==> src/rtl/clock_time_core.sv <==
// clock_time_core: BCD time-of-day counter with two-key set mode and minute alarm
module clock_time_core #(
  parameter int HOUR_MAX   = 23,
  parameter int ALARM_SECS = 60
) (
  input  logic       clk,
  input  logic       reset,
  input  logic       tick_s,
  input  logic       tick_beep,
  input  logic       key_mode,
  input  logic       key_inc,
  input  logic       alarm_en,
  input  logic [7:0] alarm_h,
  input  logic [7:0] alarm_m,
  output logic [7:0] hour_bcd,
  output logic [7:0] min_bcd,
  output logic [7:0] sec_bcd,
  output logic [1:0] set_mode,
  output logic       sec_pulse,
  output logic       beep
);
  localparam logic [1:0] RUN   = 2'd0;
  localparam logic [1:0] SET_M = 2'd1;
  localparam logic [1:0] SET_H = 2'd2;
  localparam logic [7:0] HOUR_TOP   = 8'(((HOUR_MAX / 10) << 4) | (HOUR_MAX % 10));
  localparam logic [7:0] ALARM_LOAD = 8'(ALARM_SECS);

  // Increment a two-digit BCD value, wrapping to 00 after top.
  function automatic logic [7:0] bcd_inc(input logic [7:0] v, input logic [7:0] top);
    if (v == top) return 8'h00;
    if (v[3:0] == 4'd9) return {v[7:4] + 4'd1, 4'd0};
    return {v[7:4], v[3:0] + 4'd1};
  endfunction

  logic       tick_s_q, key_mode_q, key_inc_q;
  logic [1:0] state_q, state_d;
  logic [7:0] hour_q, hour_d, min_q, min_d, sec_q, sec_d;
  logic [7:0] alarm_cnt_q, alarm_cnt_d;
  logic       sec_pulse_q, sec_pulse_d, beep_q, beep_d;
  logic       sec_ev, mode_ev, inc_ev, is_run, tick, set_inc;
  logic       sec_carry, min_carry, alarm_active, alarm_match, alarm_stop;

  assign sec_ev       = tick_s & ~tick_s_q;
  assign mode_ev      = key_mode & ~key_mode_q;
  assign inc_ev       = key_inc & ~key_inc_q;
  assign is_run       = state_q == RUN;
  assign tick         = is_run & sec_ev;
  assign set_inc      = inc_ev & ~mode_ev;
  assign sec_carry    = sec_q == 8'h59;
  assign min_carry    = min_q == 8'h59;
  assign alarm_active = alarm_cnt_q != 8'd0;

  // Next-state for mode, time fields, alarm counter and output strobes.
  always_comb begin
    state_d     = mode_ev ? (state_q == RUN ? SET_M : state_q == SET_M ? SET_H : RUN) : state_q;
    sec_d       = (mode_ev & is_run) ? 8'h00 : tick ? bcd_inc(sec_q, 8'h59) : sec_q;
    min_d       = ((tick & sec_carry) | (set_inc & state_q == SET_M)) ? bcd_inc(min_q, 8'h59) : min_q;
    hour_d      = ((tick & sec_carry & min_carry) | (set_inc & state_q == SET_H)) ? bcd_inc(hour_q, HOUR_TOP) : hour_q;
    alarm_match = tick & alarm_en & sec_carry & (min_d == alarm_m) & (hour_d == alarm_h);
    alarm_stop  = ~alarm_en | (inc_ev & is_run) | mode_ev;
    alarm_cnt_d = alarm_stop ? 8'd0 : alarm_match ? ALARM_LOAD : (tick & alarm_active) ? alarm_cnt_q - 8'd1 : alarm_cnt_q;
    sec_pulse_d = tick;
    beep_d      = tick_beep & alarm_active;
  end

  // State registers with synchronous active-low reset.
  always_ff @(posedge clk) begin
    if (!reset) begin
      tick_s_q    <= 1'b0;
      key_mode_q  <= 1'b0;
      key_inc_q   <= 1'b0;
      state_q     <= RUN;
      hour_q      <= 8'h00;
      min_q       <= 8'h00;
      sec_q       <= 8'h00;
      alarm_cnt_q <= 8'd0;
      sec_pulse_q <= 1'b0;
      beep_q      <= 1'b0;
    end else begin
      tick_s_q    <= tick_s;
      key_mode_q  <= key_mode;
      key_inc_q   <= key_inc;
      state_q     <= state_d;
      hour_q      <= hour_d;
      min_q       <= min_d;
      sec_q       <= sec_d;
      alarm_cnt_q <= alarm_cnt_d;
      sec_pulse_q <= sec_pulse_d;
      beep_q      <= beep_d;
    end
  end

  assign hour_bcd  = hour_q;
  assign min_bcd   = min_q;
  assign sec_bcd   = sec_q;
  assign set_mode  = state_q;
  assign sec_pulse = sec_pulse_q;
  assign beep      = beep_q;
endmodule

==> config.mk <==
export PLATFORM = sky130hd
export DESIGN_NAME = clock_time_core
export DESIGN_NICKNAME = d
export VERILOG_FILES = /design/src/rtl/clock_time_core.sv
export SDC_FILE = /design/constraint.sdc
export NUM_CORES = 1
export LEC_CHECK = 0
export ABC_CLOCK_PERIOD_IN_PS = 3100
export CAP_MARGIN = 40
export CORE_ASPECT_RATIO = 1.2
export CORE_MARGIN = 2
export CORE_UTILIZATION = 45
export CTS_CLUSTER_DIAMETER = 120
export DETAILED_ROUTE_END_ITERATION = 16
export MAX_ROUTING_LAYER = met4
export PLACE_DENSITY_LB_ADDON = 0.15
export SLEW_MARGIN = 10
export SYNTH_ARGS = -nofsm -noshare
export SYNTH_HDL_FRONTEND = slang
export SYNTH_SLANG_ARGS = --single-unit
export TNS_END_PERCENT = 100
==> constraint.sdc <==
create_clock -name clk -period 3.1 [get_ports clk]
set_input_delay 0.31 -clock clk [delete_from_list [all_inputs] [get_ports clk]]
set_output_delay 0.31 -clock clk [all_outputs]
set_load 0.05 [all_outputs]
# Word-level counts from Yosys, hierarchy flattened

Index checks and enable logic that the tools add are counted.

Add/subtract/negate cells: 7
Equal/unequal tests: 10
Mux-type cells: 27
Bitwise gates (word level): 27
Reductions and logical operators: 8

Operator list:

| kind                | number |
|---|---|
| $mux 8              | 14 |
| $add 4x1->4 const B | 6 |
| $and 1x1->1         | 17 |
| $eq 8x7->1 const B  | 2 |
| $eq 8x8->1          | 2 |
| $eq 4x4->1 const B  | 3 |
| $mux 6              | 2 |
| $mux 1              | 9 |
| $eq 8x6->1 const B  | 1 |
| $reduce_bool 8->1   | 1 |
| $sub 8x1->8 const B | 1 |
| $not 1->1           | 6 |
| $mux 2              | 2 |
| $or 1x1->1          | 4 |
| $reduce_bool 2->1   | 2 |
| $reduce_or 2->1     | 2 |
| $reduce_or 3->1     | 1 |
| $eq 2x1->1 const B  | 1 |
| $eq 2x2->1 const B  | 1 |
| $logic_not 2->1     | 1 |
| $reduce_and 2->1    | 1 |

Register bits: 39
Input port bits: 23
Output and inout bits: 28
Logic and storage cells: 91

# Longest topological paths before layout

Gate-level depths: netlist (run 1).

Word-level depth: 11
Depth in mapped cells: 11
Depth with buffers taken out: 10

# Worst setup path after synthesis (run 1)

Ideal clock, no wire load.

Kind: register -> register
Start: register sec_q[1], in the netlist sec_bcd[1]
End: register alarm_cnt_q[1]
Setup time: 0.116 ns
Arrival time: 2.847 ns
Data required time: 2.984 ns
Slack: 0.138 ns
Cell stages (with the launch flop): 12
Path buffers: 1
Clock period less this slack: 2.962 ns
Cell sequence: dfxtp_1 > inv_1 > ha_1 > and3b_2 > and3_1 > buf_2 > a21oi_1 > nor2_1 > xnor2_1 > a2111oi_2 > nand4_2 > and3_1

Cells in the longest elaborated chain, start to end: 8
Elaborated cells on any way between the ends: 13
Classes of those cells: 3 x eq/ne; 2 x mux; 7 x bitwise; 1 x reduce/logical

Ends and longest elaborated chain:

| element                                          | line   | source |
|---|---|---|
| start, declared                                  | 37     | `logic [7:0] hour_q, hour_d, min_q, min_d, sec_q, sec_d;` |
| start signal, assigned                           | 75     | `sec_q <= 8'h00;` |
| start signal, assigned                           | 86     | `sec_q <= sec_d;` |
| $eq 8x7->1 (*)                                   | 49     | `assign sec_carry = sec_q == 8'h59;` |
| $and 1x1->1                                      | 57, 58 |  |
| $or 1x1->1 / $and 1x1->1 (equally long branches) | 57, 58 |  |
| $mux 8 / $or 1x1->1 (equally long branches)      | 57, 58 |  |
| $eq 8x8->1 / $mux 8 (equally long branches)      | 59, 58 |  |
| $and 1x1->1 / $eq 8x8->1 (equally long branches) | 59     | `alarm_match = tick & alarm_en & sec_carry & (min_d == alarm_m) & (hour_d == alarm_h);` |
| $and 1x1->1 (*)                                  | 59     |  |
| $reduce_or 3->1 (no source line) (*)             | n/a    |  |
| end signal, assigned                             | 87     | `alarm_cnt_q <= alarm_cnt_d;` |
| end, declared                                    | 38     | `logic [7:0] alarm_cnt_q, alarm_cnt_d;` |

Mark *: on every way between the ends. The rest lies on a longest branch, timed or not.
A chain may end at the register's enable or synchronous reset.

# Worst setup path in the final report (run 1)

Start: register min_q[1], in the netlist min_bcd[1]
End: register alarm_cnt_q[1]

Cells in the longest elaborated chain, start to end: 10
Elaborated cells on any way between the ends: 18
Classes of those cells: 1 x add/sub; 4 x eq/ne; 8 x mux; 4 x bitwise; 1 x reduce/logical

Ends and longest elaborated chain:

| element                              | line | source |
|---|---|---|
| start, declared                      | 37   |  |
| start signal, assigned               | 85   | `min_q <= min_d;` |
| $eq 4x4->1                           | 31   | `if (v[3:0] == 4'd9) return {v[7:4] + 4'd1, 4'd0};` |
| $mux 1 (2 in series)                 | 31   |  |
| $mux 8                               | 32   | `return {v[7:4], v[3:0] + 4'd1};` |
| $mux 8                               | 31   |  |
| $mux 8                               | 57   | `min_d = ((tick & sec_carry) \| (set_inc & state_q == SET_M)) ? bcd_inc(min_q, 8'h59) : min_q;` |
| $eq 8x8->1                           | 59   |  |
| $and 1x1->1                          | 59   |  |
| $and 1x1->1 (*)                      | 59   |  |
| $reduce_or 3->1 (no source line) (*) | n/a  |  |

Mark *: on every way between the ends. The rest lies on a longest branch, timed or not. The select of a mux whose other input is x is not followed.

==> results of run 1 <==
## power by group through the flow
stage | clock network [uW] | logic [uW] | registers [uW]
2_1_floorplan | 0 | 60.5 | 553
3_3_place_gp | 0 | 147 | 530
3_5_place_dp | 0 | 147 | 531
4_1_cts | 363 | 148 | 519
5_1_grt | 381 | 159 | 521
6_report | 351 | 148 | 519
## per-layer routing
layer | part of all wire | up-vias | track usage
met2 | 0.51 | 53 | 0.3543
met5 | 0 | - | -
li1 | - | 1118 | -
met1 | 0.43 | 1048 | 0.2504
met4 | 0.022 | 0 | 0.1012
met3 | 0.038 | 14 | 0.03842
## layout make-up
| class | instances | area (sq um) | area share |
|---|---|---|---|
| sequential | 39 | 780.7 | 0.2473 |
| multi-input combinational | 222 | 1572 | 0.4978 |
| clock buffer | 6 | 82.58 | 0.02616 |
| clock inverter | 1 | 5.005 | 0.001585 |
| tap | 62 | 77.57 | 0.02457 |
| timing repair buffer | 64 | 605.6 | 0.1918 |
| inverter | 9 | 33.78 | 0.01070 |
## cell usage after synthesis (6+ instances only)
library cell  instances
a21boi_0              6
a21oi_1              14
and2_1                9
and3_1               10
clkbuf_1              7
dfxtp_1              39
ha_1                 14
inv_1                 9
mux2i_1               6
nand2_1              16
nand3_1               9
nor2_1               24
nor2b_1              13
nor3_1               10
o21ai_0              10
xnor2_1              18
xor2_1               10
## state kept, by name, summed over array words and instances (netlist names)
name	count
alarm_cnt_q	8
beep	1
hour_bcd	8
sec_pulse	1
key_inc_q	1
set_mode	2
min_bcd	8
key_mode_q	1
sec_bcd	8
tick_s_q	1
## final timing paths
kind,startpoint,end,cells past startpoint
max,min_bcd[1],alarm_cnt_q[1],10
min,alarm_cnt_q[2],alarm_cnt_q[2],2
max reg2reg,min_bcd[1],alarm_cnt_q[1],10
min reg2reg,alarm_cnt_q[2],alarm_cnt_q[2],2
## kinds of logic (layout without fill, tap and decap cells)
logic type,count (synthesis),in the layout,share of synthesized area
AND/OR/NAND/NOR,123,123,0.2961
AO/OA/AOI/OAI,51,51,0.1480
flip-flops,39,39,0.3230
XOR/XNOR,28,28,0.1014
buffers and inverters,20,80,0.03416
adder cells (fa/ha/maj),14,14,0.07246
multiplexers,6,6,0.02485
## critical path: cells and delay by family (launching register included)
family          cells  cell delay, ps
simple gates        4             990
compound gates      2             690
flops               1             410
mux                 1             240
fa+ha+maj           1             190
xor+xnor            1             130
buf+inv             1              70
## metrics by stage
| step | hold slack [ps] | cells | worst slack [ps] |
|---|---|---|---|
| 2_1_floorplan | 426.2 | 281 | 137.9 |
| 3_5_place_dp | 505.4 | 396 | 69.15 |
| 3_3_place_gp | 496.0 | 396 | 57.95 |
| 5_1_grt | 566.2 | 403 | 37.48 |
| 6_report | 510.9 | 403 | 271.7 |
| 4_1_cts | 519.2 | 403 | 163.0 |
## what timing repair did
action,in CTS,in global routing
gates resized for setup,0,6
endpoints found under the setup margin,0,7
hold buffers,0,0
==> results.toml, run 1 <==
[worst_setup_path]
start_kind = "flip-flop"
cp-end-kind = "flip-flop"
cp_slowest_stage_delay_ps = 470
crit_required_ps = 3280
slowest_stage = "a2111oi_2"
path_cells = "inv_1 > ha_1 > and3b_2 > and2_2 > a21o_1 > mux2i_1 > xnor2_1 > a2111oi_2 > nand4_4 > and3_1"
cp_max_fo = 9
path_class = "flip-flop to flip-flop"
regToRegSetupSlack_ps = 270
worstPathArrival_ps = 3010

[floorplanning]
core_sq_um = 5225
start_util = 0.4626
die_area_sq_um = 5976
io_pins = 51
num_rows = 29
die_x_um = 70.91
die_height_um = 84.29

[logic_synthesis]
synth_warnings = 0
ys_top_cells_by_area = "dfxtp_1 32%, ha_1 7.2%, xnor2_1 6.5%"
synthFlopType = "dfxtp_1"
post_synth_num_cell_types = 52
synth_cells = 281
synth_enable_flop_cells = 0
yosysTopAreaCell = "dfxtp_1"
async_flop_share = 0
yosysSeqAreaShare = 0.3230
netlist_area_sq_um = 2417
synth_top_area_frac = 0.3230
synth_seq_cells = 39
postSynthAreaPerCell_sq_um = 8.603
synthesis.nets = 318

[timing]
fmax_mhz = 353.6
setup_viol = 0
worst_slew_pin_slew_ps = 726.5
fin_crit_sh = 0.9124
min_period_ps = 2828
slew_headroom = 0.5142
rsz0062_at_grt = "no"
slew_violations = 0
finalClockSkew_ps = 9.159
hold_viol = 0
finalSetupTns_ps = 0

[global_route]
grt_pass1_wl_um = 9984
grt_max_degree = 21
grt.total_usage = 0.2145
antenna_found_initial = 0
grt.overflow.total = 0
grt_pass1_vias = 2164

[cts]
clkTransAtPathRegs_ps = 70
clkLatencyLatePin_ps = 290
numCtsBuffers = 5
htree_levels = 2
cts.sinks = 39
cts_setup_buffers = 0
cts.path.max_buffers = 2
cts_tree = "built"
cts-root-buf = "clkbuf_8"

[cells_and_area]
final_cell_mix = "50 x clkdlybuf4s50_1, 39 x dfxtp_1, 24 x nor2_1, 18 x xnor2_1, 16 x nand2_1"
diodes = 0
fin_nets = 378
mostFrequentLayoutCell = "clkdlybuf4s50_1"
final_util = 0.6042
areaGrowthSynthToFinish_pct = 30.59
nFillCells = 499
final_layout_size_suffix_gt1_frac = 0.1026
design_area_sq_um = 3157

[placed_design]
dpl.hpwl_um = 4478
gp_congestion = 0.8674
portBuffers = 50
post_dp_cell_area_sq_um = 3052

[route]
totalWireLength_um = 5902
ant_nets = 0
drc_errors = 0
drtPass1Iterations = 4
viasPerCell = 5.541
drt_iter0_markers = 68
dr_total_vias = 2233
wire_per_inst_um = 14.65

[power]
switching_share = 0.2592
ir_drop_uv = 184.2
power.switching_uw = 264.0
power_density_nw_per_um2 = 322.7
power_leakage_uw = 0.001196
power_frac_clock = 0.345
seq_power_share = 0.509
combPwrFrac = 0.146
power.total_uw = 1019
internal-power_uw = 754.6

[hold_path]
min_path_type = "flip-flop to flip-flop"

[job]
drv_cap = 0

[run_status]
status = "finished clean"
Note: power is estimated with default switching activity, not from simulation.
==> run 2, diff against run 1 <==
--- a/config.mk
+++ b/config.mk
@@ -10,7 +10,7 @@
 export CORE_ASPECT_RATIO = 1.2
 export CORE_MARGIN = 2
 export CORE_UTILIZATION = 45
-export CTS_CLUSTER_DIAMETER = 120
+export CTS_CLUSTER_DIAMETER = 80
 export DETAILED_ROUTE_END_ITERATION = 16
 export MAX_ROUTING_LAYER = met4
 export PLACE_DENSITY_LB_ADDON = 0.15
==> results of run 2 <==
Final layout, timing and power as in run 1 (identical DEF).
